[config.mk]
export PLATFORM = sky130hd
export DESIGN_NAME = hazard_ctrl_flat
export DESIGN_NICKNAME = d
export VERILOG_FILES = /design/src/rtl/hazard_ctrl_if.sv /design/src/rtl/hazard_ctrl.sv /design/src/flat_wrapper.sv
export SDC_FILE = /design/constraint.sdc
export NUM_CORES = 1
export LEC_CHECK = 0
export ABC_AREA = 1
export BUFFER_PORTS_ARGS = -buffer_cell sky130_fd_sc_hd__buf_2
export CORE_AREA = 4 4 95 70
export DETAILED_ROUTE_END_ITERATION = 6
export DIE_AREA = 0 0 99 74
export PLACE_DENSITY = 0.82
export SYNTH_ARGS = -nofsm -noshare
export SYNTH_HDL_FRONTEND = slang
export SYNTH_SLANG_ARGS = --single-unit
[constraint.sdc]
create_clock -name clk_i -period 2.7 [get_ports clk_i]
set_input_delay 0 -clock clk_i [delete_from_list [all_inputs] [get_ports clk_i]]
set_output_delay 0 -clock clk_i [all_outputs]
set_load 0.005 [all_outputs]
[src/rtl/hazard_ctrl_if.sv]
// Signal bundle between the pipeline datapath and the hazard controller.
// The datapath side uses the master modport. The hazard controller uses the slave modport.
interface hazard_ctrl_if #(
   parameter int CNT_W = 16
);
   logic [4:0]       rs1D_i;
   logic [4:0]       rs2D_i;
   logic [4:0]       rs1E_i;
   logic [4:0]       rs2E_i;
   logic [4:0]       rdE_i;
   logic [4:0]       rdM_i;
   logic [4:0]       rdW_i;
   logic             MemReadE_i;
   logic             RegWriteM_i;
   logic             RegWriteW_i;
   logic             PCSrcE_i;
   logic             memReq_i;
   logic             memReady_i;
   logic [1:0]       ForwardAE_o;
   logic [1:0]       ForwardBE_o;
   logic             StallF_o;
   logic             StallD_o;
   logic             StallE_o;
   logic             StallM_o;
   logic             FlushD_o;
   logic             FlushE_o;
   logic             FlushW_o;
   logic             memErr_o;
   logic [CNT_W-1:0] stallCnt_o;
   logic [CNT_W-1:0] flushCnt_o;

   modport master (
      output rs1D_i, rs2D_i, rs1E_i, rs2E_i, rdE_i, rdM_i, rdW_i,
      output MemReadE_i, RegWriteM_i, RegWriteW_i, PCSrcE_i, memReq_i, memReady_i,
      input  ForwardAE_o, ForwardBE_o, StallF_o, StallD_o, StallE_o, StallM_o,
      input  FlushD_o, FlushE_o, FlushW_o, memErr_o, stallCnt_o, flushCnt_o
   );

   modport slave (
      input  rs1D_i, rs2D_i, rs1E_i, rs2E_i, rdE_i, rdM_i, rdW_i,
      input  MemReadE_i, RegWriteM_i, RegWriteW_i, PCSrcE_i, memReq_i, memReady_i,
      output ForwardAE_o, ForwardBE_o, StallF_o, StallD_o, StallE_o, StallM_o,
      output FlushD_o, FlushE_o, FlushW_o, memErr_o, stallCnt_o, flushCnt_o
   );
endinterface

[src/rtl/hazard_ctrl.sv]
// Hazard controller for the five-stage RV32I pipeline.
// It generates the combinational stall, flush and forward controls.
// It sequences multi-cycle data-memory accesses and runs a watchdog on them.
// It counts stall and redirect events with saturating counters.
module hazard_ctrl #(
   parameter int MEM_TIMEOUT = 64,
   parameter int CNT_W       = 16
) (
   input logic          clk_i,
   input logic          rst_i,
   hazard_ctrl_if.slave bus
);

   typedef enum logic {
      RUN      = 1'b0,
      MEM_WAIT = 1'b1
   } state_t;

   // The watchdog stops counting at MEM_TIMEOUT-1. The next stalled cycle raises the error.
   localparam logic [15:0]      WD_LAST = 16'(MEM_TIMEOUT - 1);
   localparam logic [CNT_W-1:0] CNT_MAX = '1;

   state_t           state;
   state_t           state_next;
   logic             mem_wait;
   logic             lw_stall;
   logic             redirect;
   logic             stall_f;
   logic             stall_d;
   logic             stall_e;
   logic             stall_m;
   logic             flush_d;
   logic             flush_e;
   logic             flush_w;
   logic [15:0]      wd_cnt;
   logic             mem_err;
   logic [CNT_W-1:0] stall_cnt;
   logic [CNT_W-1:0] flush_cnt;

   // Forward select for one EX source operand. The MEM stage is younger, so it beats WB. x0 is never forwarded.
   function automatic logic [1:0] fwd_sel(input logic [4:0] rs,
                                          input logic       wr_m,
                                          input logic [4:0] rd_m,
                                          input logic       wr_w,
                                          input logic [4:0] rd_w);
      logic [1:0] sel;
      sel = 2'b00;
      if (wr_m && (rd_m != 5'd0) && (rd_m == rs))
         sel = 2'b10;
      else if (wr_w && (rd_w != 5'd0) && (rd_w == rs))
         sel = 2'b01;
      return sel;
   endfunction

   assign mem_wait = bus.memReq_i & ~bus.memReady_i;
   assign lw_stall = bus.MemReadE_i & (bus.rdE_i != 5'd0) &
                     ((bus.rdE_i == bus.rs1D_i) | (bus.rdE_i == bus.rs2D_i));

   // Operand forwarding selects. They stay at the register-file source while reset is held.
   always_comb begin
      bus.ForwardAE_o = 2'b00;
      bus.ForwardBE_o = 2'b00;
      if (!rst_i) begin
         bus.ForwardAE_o = fwd_sel(bus.rs1E_i, bus.RegWriteM_i, bus.rdM_i, bus.RegWriteW_i, bus.rdW_i);
         bus.ForwardBE_o = fwd_sel(bus.rs2E_i, bus.RegWriteM_i, bus.rdM_i, bus.RegWriteW_i, bus.rdW_i);
      end
   end

   // Prioritised stall and flush controls.
   // A memory wait freezes EX, so a redirect or load-use in EX waits for the release cycle.
   always_comb begin
      // NOTE: every output gets a default first, so no path through the if-chain leaves one unassigned and infers a latch.
      stall_f  = 1'b0;
      stall_d  = 1'b0;
      stall_e  = 1'b0;
      stall_m  = 1'b0;
      flush_d  = 1'b0;
      flush_e  = 1'b0;
      flush_w  = 1'b0;
      redirect = 1'b0;
      if (rst_i) begin
         flush_d = 1'b1;
         flush_e = 1'b1;
         flush_w = 1'b1;
      end else if (mem_wait) begin
         stall_f = 1'b1;
         stall_d = 1'b1;
         stall_e = 1'b1;
         stall_m = 1'b1;
         flush_w = 1'b1;
      end else if (bus.PCSrcE_i) begin
         flush_d  = 1'b1;
         flush_e  = 1'b1;
         redirect = 1'b1;
      end else if (lw_stall) begin
         stall_f = 1'b1;
         stall_d = 1'b1;
         flush_e = 1'b1;
      end
   end

   // Memory access sequencer next-state logic.
   always_comb begin
      state_next = state;
      case (state)
         RUN:      if (bus.memReq_i && !bus.memReady_i) state_next = MEM_WAIT;
         MEM_WAIT: if (bus.memReady_i)                  state_next = RUN;
         default:                                       state_next = RUN;
      endcase
   end

   // Memory access sequencer state register.
   always_ff @(posedge clk_i) begin
      // NOTE: sequential state uses non-blocking assignments, so every register samples pre-edge values.
      if (rst_i) state <= RUN;
      else       state <= state_next;
   end

   // Watchdog on stalled memory cycles. The error is sticky until reset and does not abort the access.
   always_ff @(posedge clk_i) begin
      if (rst_i) begin
         wd_cnt  <= '0;
         mem_err <= 1'b0;
      end else if ((state == MEM_WAIT) && !bus.memReady_i) begin
         if (wd_cnt >= WD_LAST) mem_err <= 1'b1;
         else                   wd_cnt  <= wd_cnt + 16'd1;
      end else begin
         wd_cnt <= '0;
      end
   end

   // Saturating event counters: stalled fetch cycles, and taken redirects that won priority.
   always_ff @(posedge clk_i) begin
      if (rst_i) begin
         stall_cnt <= '0;
         flush_cnt <= '0;
      end else begin
         if (stall_f && (stall_cnt != CNT_MAX))  stall_cnt <= stall_cnt + 1'b1;
         if (redirect && (flush_cnt != CNT_MAX)) flush_cnt <= flush_cnt + 1'b1;
      end
   end

   assign bus.StallF_o   = stall_f;
   assign bus.StallD_o   = stall_d;
   assign bus.StallE_o   = stall_e;
   assign bus.StallM_o   = stall_m;
   assign bus.FlushD_o   = flush_d;
   assign bus.FlushE_o   = flush_e;
   assign bus.FlushW_o   = flush_w;
   assign bus.memErr_o   = mem_err;
   assign bus.stallCnt_o = stall_cnt;
   assign bus.flushCnt_o = flush_cnt;

endmodule

[src/flat_wrapper.sv]
// flat-port wrapper written by rule: the top's interface ports become plain ports
module hazard_ctrl_flat 
#(
   parameter int MEM_TIMEOUT = 64,
   parameter int CNT_W       = 16
)
  (clk_i, rst_i, bus_rs1D_i, bus_rs2D_i, bus_rs1E_i, bus_rs2E_i, bus_rdE_i, bus_rdM_i, bus_rdW_i, bus_MemReadE_i, bus_RegWriteM_i, bus_RegWriteW_i, bus_PCSrcE_i, bus_memReq_i, bus_memReady_i, bus_ForwardAE_o, bus_ForwardBE_o, bus_StallF_o, bus_StallD_o, bus_StallE_o, bus_StallM_o, bus_FlushD_o, bus_FlushE_o, bus_FlushW_o, bus_memErr_o, bus_stallCnt_o, bus_flushCnt_o);
  hazard_ctrl_if #(.CNT_W(CNT_W)) bus_i ();
  input logic clk_i;
  input logic rst_i;
  input wire logic [$bits(bus_i.rs1D_i)-1:0] bus_rs1D_i;
  input wire logic [$bits(bus_i.rs2D_i)-1:0] bus_rs2D_i;
  input wire logic [$bits(bus_i.rs1E_i)-1:0] bus_rs1E_i;
  input wire logic [$bits(bus_i.rs2E_i)-1:0] bus_rs2E_i;
  input wire logic [$bits(bus_i.rdE_i)-1:0] bus_rdE_i;
  input wire logic [$bits(bus_i.rdM_i)-1:0] bus_rdM_i;
  input wire logic [$bits(bus_i.rdW_i)-1:0] bus_rdW_i;
  input wire logic [$bits(bus_i.MemReadE_i)-1:0] bus_MemReadE_i;
  input wire logic [$bits(bus_i.RegWriteM_i)-1:0] bus_RegWriteM_i;
  input wire logic [$bits(bus_i.RegWriteW_i)-1:0] bus_RegWriteW_i;
  input wire logic [$bits(bus_i.PCSrcE_i)-1:0] bus_PCSrcE_i;
  input wire logic [$bits(bus_i.memReq_i)-1:0] bus_memReq_i;
  input wire logic [$bits(bus_i.memReady_i)-1:0] bus_memReady_i;
  output wire logic [$bits(bus_i.ForwardAE_o)-1:0] bus_ForwardAE_o;
  output wire logic [$bits(bus_i.ForwardBE_o)-1:0] bus_ForwardBE_o;
  output wire logic [$bits(bus_i.StallF_o)-1:0] bus_StallF_o;
  output wire logic [$bits(bus_i.StallD_o)-1:0] bus_StallD_o;
  output wire logic [$bits(bus_i.StallE_o)-1:0] bus_StallE_o;
  output wire logic [$bits(bus_i.StallM_o)-1:0] bus_StallM_o;
  output wire logic [$bits(bus_i.FlushD_o)-1:0] bus_FlushD_o;
  output wire logic [$bits(bus_i.FlushE_o)-1:0] bus_FlushE_o;
  output wire logic [$bits(bus_i.FlushW_o)-1:0] bus_FlushW_o;
  output wire logic [$bits(bus_i.memErr_o)-1:0] bus_memErr_o;
  output wire logic [$bits(bus_i.stallCnt_o)-1:0] bus_stallCnt_o;
  output wire logic [$bits(bus_i.flushCnt_o)-1:0] bus_flushCnt_o;
  assign bus_i.rs1D_i = bus_rs1D_i;
  assign bus_i.rs2D_i = bus_rs2D_i;
  assign bus_i.rs1E_i = bus_rs1E_i;
  assign bus_i.rs2E_i = bus_rs2E_i;
  assign bus_i.rdE_i = bus_rdE_i;
  assign bus_i.rdM_i = bus_rdM_i;
  assign bus_i.rdW_i = bus_rdW_i;
  assign bus_i.MemReadE_i = bus_MemReadE_i;
  assign bus_i.RegWriteM_i = bus_RegWriteM_i;
  assign bus_i.RegWriteW_i = bus_RegWriteW_i;
  assign bus_i.PCSrcE_i = bus_PCSrcE_i;
  assign bus_i.memReq_i = bus_memReq_i;
  assign bus_i.memReady_i = bus_memReady_i;
  assign bus_ForwardAE_o = bus_i.ForwardAE_o;
  assign bus_ForwardBE_o = bus_i.ForwardBE_o;
  assign bus_StallF_o = bus_i.StallF_o;
  assign bus_StallD_o = bus_i.StallD_o;
  assign bus_StallE_o = bus_i.StallE_o;
  assign bus_StallM_o = bus_i.StallM_o;
  assign bus_FlushD_o = bus_i.FlushD_o;
  assign bus_FlushE_o = bus_i.FlushE_o;
  assign bus_FlushW_o = bus_i.FlushW_o;
  assign bus_memErr_o = bus_i.memErr_o;
  assign bus_stallCnt_o = bus_i.stallCnt_o;
  assign bus_flushCnt_o = bus_i.flushCnt_o;
  hazard_ctrl #(.MEM_TIMEOUT(MEM_TIMEOUT), .CNT_W(CNT_W)) u_core (.clk_i(clk_i), .rst_i(rst_i), .bus(bus_i));
endmodule
* Word level (Yosys, flattened, before mapping)
Index checks and enable logic that the tools add are counted.
** Word-level totals
- Flip-flop bits (word level) :: 50
- Latch bits :: 0
- Memory bits (writable) :: 0
- ROM bits :: 0
- Input port bits :: 43
- Output and inout port bits :: 44
- Word-level logic and storage cells :: 63
- Memories :: 0
** Cells by class
- Add/subtract/negate cells :: 3
- Multiply operators :: 0
- Div/mod/pow operators :: 0
- Magnitude comparators :: 1
- Equality and inequality tests :: 8
- Shift operators :: 0
- Muxes and demuxes :: 23
- Bitwise gates (word level) :: 7
- Reduce and logical (&&, ||, !) cells :: 16
** Operators by type and width (count)
- adder 16 x 1 -> 16 bit, second input constant :: 3
- inequality test 16 bit, second input constant :: 2
- equality test 5 bit :: 6
- two-way mux 1 bit :: 18
- >= comparator 16 x 6 -> 1 bit, second input constant :: 1
- nonzero test 5 bit :: 3
- logical AND 1 bit :: 10
- two-way mux 2 bit :: 4
- AND 1 bit :: 3
- NOT 1 bit :: 3
- case mux 1 bit (2 select lines) :: 1
- AND reduction 2 bit :: 1
- OR reduction 2 bit :: 1
- logical NOT 1 bit :: 1
- OR 1 bit :: 1

* Longest topological paths before layout
- Word-level depth :: 8
- Gate-level depth with buffers :: 12
- Depth with buffers taken out :: 12

* Worst setup path before layout
OpenSTA, ideal clock, no wires.
- Path type :: register to register
- Start point :: register u_core.flush_cnt[0], in the netlist u_core.bus.flushCnt_o[0]
- End point :: register u_core.flush_cnt[0], in the netlist u_core.bus.flushCnt_o[0]
- Setup time :: 123 ps
- Arrival :: 1440 ps
- Required time :: 2577 ps
- Path slack :: 1137 ps
- Cell stages (with the launch flop) :: 12
- Buffers on the path :: 1
- Clock period less this slack :: 1563 ps
- Cell sequence :: dfxtp_1 -> ha_1 -> nand2_1 -> inv_2 -> nand2_1 -> nor2_1 -> nand3_1 -> nand2_1 -> inv_2 -> buf_2 -> o21ai_0 -> a21oi_1
** On the way
- Word-level cells in the longest chain between the ends :: 2
- Elaborated cells between the ends (all ways) :: 3
- Classes of those cells :: add/sub (1); eq/ne (1); reduce/logical (1)
** RTL lines
- start, declared :: line hazard_ctrl.sv:38 : logic [CNT_W-1:0] flush_cnt;
- start signal, assigned :: line hazard_ctrl.sv:139 : if (redirect && (flush_cnt != CNT_MAX)) flush_cnt <= flush_cnt + 1'b1;
- branches (longest 2 deep; another with adder 16 x 1 -> 16 bit)
Parallel ways; which one is timed is not known.
A chain may end at the register's enable or synchronous reset.

* Worst setup path in the final report
- Start point :: register u_core.stall_cnt[1], in the netlist u_core.bus.stallCnt_o[1]
- End point :: register u_core.stall_cnt[14], in the netlist u_core.bus.stallCnt_o[14]
** On the way
- Word-level cells in the longest chain between the ends :: 2
- Elaborated cells between the ends (all ways) :: 3
- Classes of those cells :: add/sub (1); eq/ne (1); reduce/logical (1)
** RTL lines
- start, declared :: line hazard_ctrl.sv:37 : logic [CNT_W-1:0] stall_cnt;
- start signal, assigned :: line hazard_ctrl.sv:138 : if (stall_f && (stall_cnt != CNT_MAX)) stall_cnt <= stall_cnt + 1'b1;
- branches (longest 2 deep; another with adder 16 x 1 -> 16 bit)
Parallel ways; which one is timed is not known.

==> flow_summary_export.csv <==
group,metric,value,unit
timing,relSlewSlack,0.614,
power,power_leakage,1.63,nW
global_routing,grt_pass1_wl,13200,um
hold_path,min_from,"bus_memReady_i",
global_routing,grt_pass1_vias,3079,
synth,ys_ff_latch,50,
clock_network,cts.repair.resized,0,
timing,fin_skew,0.00859,ns
clock_network,ctsHoldBuffers,0,
synth,yosys.area.top_type,"dfxtp_1",
synth,synth.top_cells.by_area,"dfxtp_1 33%, nand2_1 14%, inv_1 8.2%",
status,status,"complete, no violations",
critical_path,crit_path_start_kind,"flop",
place,port_buffers,86,
die,num_io_pins,87,
die,dieHeight,74,um
timing,final_hold_viol_count,0,
drt,wire_per_inst,12.2,um
power,switching_share,0.272,
synth,ys_warn_count,0,
cells_and_area,diodes,0,
clock_network,ctsRootBufferMaster,"clkbuf_8",
cells_and_area,layout-drive-gt1-share,0.219,
cells_and_area,syn_to_final_growth,18.4,%
timing,drv_slew,0,
clock_network,clockBufferDepth,2,
timing,period_share,0.737,
place,hpwl,5930,um
clock_network,cts.sinks,50,
power,switchingPower,372,uW
clock_network,clock_latency,0.31,ns
clock_network,post_cts_buffers,0,
critical_path,end_kind,"flop",
drt,drc,0,
hold_path,holdPathStages,4,
critical_path,cp_slowest_cell,"dfxtp_1",
global_routing,grt_start_max_net_pins,25,
die,dieArea,7330,um^2
die,row_count,23,
critical_path,rr_worst_depth,7,
hold_path,hold_class,"in2reg",
critical_path,cp.arrival,2.22,ns
clock_network,cts-buffers-inserted,5,
die,fp.dieW,99,um
drt,wl,7750,um
drt,drt_iter0_drc,161,
drt,ant_nets,0,
drt,first_pass_iters,5,
synth,avgSynthCellArea,6.44,um^2
power,p_clk_frac,0.331,
global_routing,grt_overflow,0,
synth,netlist_area,3060,um^2
die,start_util,0.540,
power,powerDensity,378,nW/um^2
critical_path,worstReg2RegStart,"u_core.bus.stallCnt_o[1]$_SDFFE_PP0P_",
critical_path,r2r-end,"u_core.bus.stallCnt_o[14]$_SDFFE_PP0P_",
power,p_int,998,uW
drt,num_vias,3268,
cells_and_area,final_core_util,0.639,
synth,synth_top_area_frac,0.327,
timing,period_needed,1.99,ns
timing,grt_setup_unrepaired,"no",
flow_run,max_cap_violations,0,
timing,tightest_slew,0.580,ns
critical_path,r2r_setup_slack,0.71,ns
critical_path,worst-path-max-fanout,15,
critical_path,path_cells,"ha_1, nand2_2, nor2_4, nand4_2, nand3_2, nand2_1, a21oi_1",
drt,via_per_inst,5.16,
synth,syn_inst,475,
power,p_total,1.37,mW
synth,ys_seq_area_frac,0.327,
cells_and_area,nNetsFinal,603,
critical_path,max_stage_delay,0.39,ns
place,place_congestion,0.896,
clock_network,cts_tree,"yes",
global_routing,grt_usage,0.218,
critical_path,worstPathRequired,2.93,ns
timing,whs,0.120,ns
timing,setup_violations,0,
synth,synth_nets,521,
power,p_seq_frac,0.544,
power,peakVddDrop,0.000231,V
timing,tns,0,ns
clock_network,path_clk_slew,0.10,ns
clock_network,htreeDepth,2,
critical_path,worstSetupPathType,"reg2reg",
hold_path,holdPathEnd,"u_core.state$_SDFF_PP0_",
power,comb_power_share,0.125,
die,core_area,5670,um^2
timing,max_freq,503,MHz
synth,yosysUniqueCellTypes,39,
global_routing,antenna_found_initial,0,
-- sequential cells by signal, summed over array words and instances (netlist names) --
signal / count
u_core.bus.flushCnt_o: 16
u_core.bus.memErr_o: 1
u_core.bus.stallCnt_o: 16
u_core.state: 1
u_core.wd_cnt: 16
-- kinds of logic (layout without fill, tap and decap cells) --
kind of cell / after synthesis / after routing / share of synthesized area
compound gates: 54 / 54 / 0.103
flops: 50 / 50 / 0.327
fa+ha+maj: 3 / 3 / 0.0123
xor+xnor: 26 / 26 / 0.0744
buf+inv: 90 / 173 / 0.117
simple gates: 252 / 252 / 0.366
-- layout make-up --
cell class / instances / area (um^2)
Fill cell: 528 / 2050
Multi-Input combinational cell: 335 / 1700
Timing Repair Buffer: 88 / 445
Sequential cell: 50 / 1000
Clock buffer: 5 / 68.8
Inverter: 77 / 289
Clock inverter: 3 / 25.0
Tap cell: 75 / 93.8
-- worst max path at each step --
| stage | start | endpoint | slack, ns | depth (start not counted) |
|---|---|---|---|---|
| after global placement | u_core.bus.stallCnt_o[2]$_SDFFE_PP0P_ | u_core.bus.stallCnt_o[1]$_SDFFE_PP0P_ | 0.89 | 9 |
| after CTS | u_core.bus.stallCnt_o[0]$_SDFFE_PP0P_ | u_core.bus.stallCnt_o[14]$_SDFFE_PP0P_ | 0.72 | 7 |
| final | u_core.bus.stallCnt_o[1]$_SDFFE_PP0P_ | u_core.bus.stallCnt_o[14]$_SDFFE_PP0P_ | 0.71 | 7 |
| after floorplan | u_core.bus.flushCnt_o[0]$_SDFFE_PP0P_ | u_core.bus.flushCnt_o[0]$_SDFFE_PP0P_ | 1.14 | 11 |
| after detailed placement | u_core.bus.stallCnt_o[0]$_SDFFE_PP0P_ | u_core.bus.stallCnt_o[14]$_SDFFE_PP0P_ | 0.75 | 7 |
| after global routing | u_core.bus.stallCnt_o[2]$_SDFFE_PP0P_ | u_core.bus.stallCnt_o[13]$_SDFFE_PP0P_ | 0.54 | 8 |
-- cell usage after synthesis --
| cell | count |
|---|---|
| inv_2 | 8 |
| o22ai_1 | 1 |
| nor3b_1 | 1 |
| buf_2 | 4 |
| nand3b_1 | 1 |
| nor4_1 | 4 |
| clkinv_1 | 2 |
| o21ai_0 | 17 |
| or2_2 | 2 |
| and2_1 | 1 |
| o41ai_1 | 1 |
| o21a_1 | 1 |
| buf_4 | 2 |
| nor2_4 | 1 |
| nand2_1 | 114 |
| a22o_1 | 1 |
| nor2_2 | 2 |
| o211ai_1 | 1 |
| nand3_2 | 2 |
| inv_1 | 67 |
| nor3_2 | 1 |
| o21bai_1 | 1 |
| nand3_1 | 23 |
| nor2_1 | 62 |
| a21oi_2 | 7 |
| o21ai_1 | 2 |
| a21oi_1 | 21 |
| nand2_2 | 2 |
| buf_6 | 1 |
| nor3_1 | 11 |
| xnor2_1 | 13 |
| xor2_1 | 13 |
| clkbuf_1 | 6 |
| nand4_1 | 23 |
| ha_1 | 3 |
| nand4_2 | 1 |
| or2_1 | 1 |
| a2111oi_0 | 1 |
| dfxtp_1 | 50 |
-- layer usage --
| metal | wire length [um] | share of wire | vias to the layer above | global-route usage |
|---|---|---|---|---|
| met5 | 0 | 0 | - | 0 |
| met4 | 101 | 0.013 | 0 | 0.0591 |
| met3 | 614 | 0.079 | 10 | 0.0459 |
| met2 | 3670 | 0.47 | 114 | 0.402 |
| met1 | 3370 | 0.43 | 1472 | 0.261 |
| li1 | - | - | 1672 | - |
-- critical path: cells and delay by family, from the launching register on --
family | cells | cell delay, ns
AOI/OAI and AO/OA | 1 | 0.15
DFF | 1 | 0.39
adders and majority gates | 1 | 0.30
and+or+nand+nor | 5 | 1.06
-- power by group through the flow --
stage | logic, mW | clock network [mW] | registers (mW)
after floorplan | 0.0984 | 0 | 0.763
after global placement | 0.165 | 0 | 0.763
after detailed placement | 0.171 | 0 | 0.763
after CTS | 0.171 | 0.466 | 0.746
after global routing | 0.193 | 0.496 | 0.747
final | 0.171 | 0.453 | 0.746
-- cell usage in the layout, fill, tap and decap left out, drive strengths merged, types with 3 or more instances in the layout --
cell type / n
a21oi: 28
buf: 88
clkbuf: 5
clkinv: 3
dfxtp: 50
ha: 3
inv: 76
nand2: 116
nand3: 25
nand4: 24
nor2: 65
nor3: 12
nor4: 4
o21ai: 19
or2: 3
xnor2: 13
xor2: 13
-- stage by stage --
step	setup slack [ns]	area, um^2	instances
2_1_floorplan	1.14	3060	475
3_3_place_gp	0.887	3530	625
3_5_place_dp	0.750	3530	625
4_1_cts	0.719	3620	633
5_1_grt	0.540	3620	633
6_report	0.710	3620	633
No activity file was read; power rests on OpenSTA's default activity.
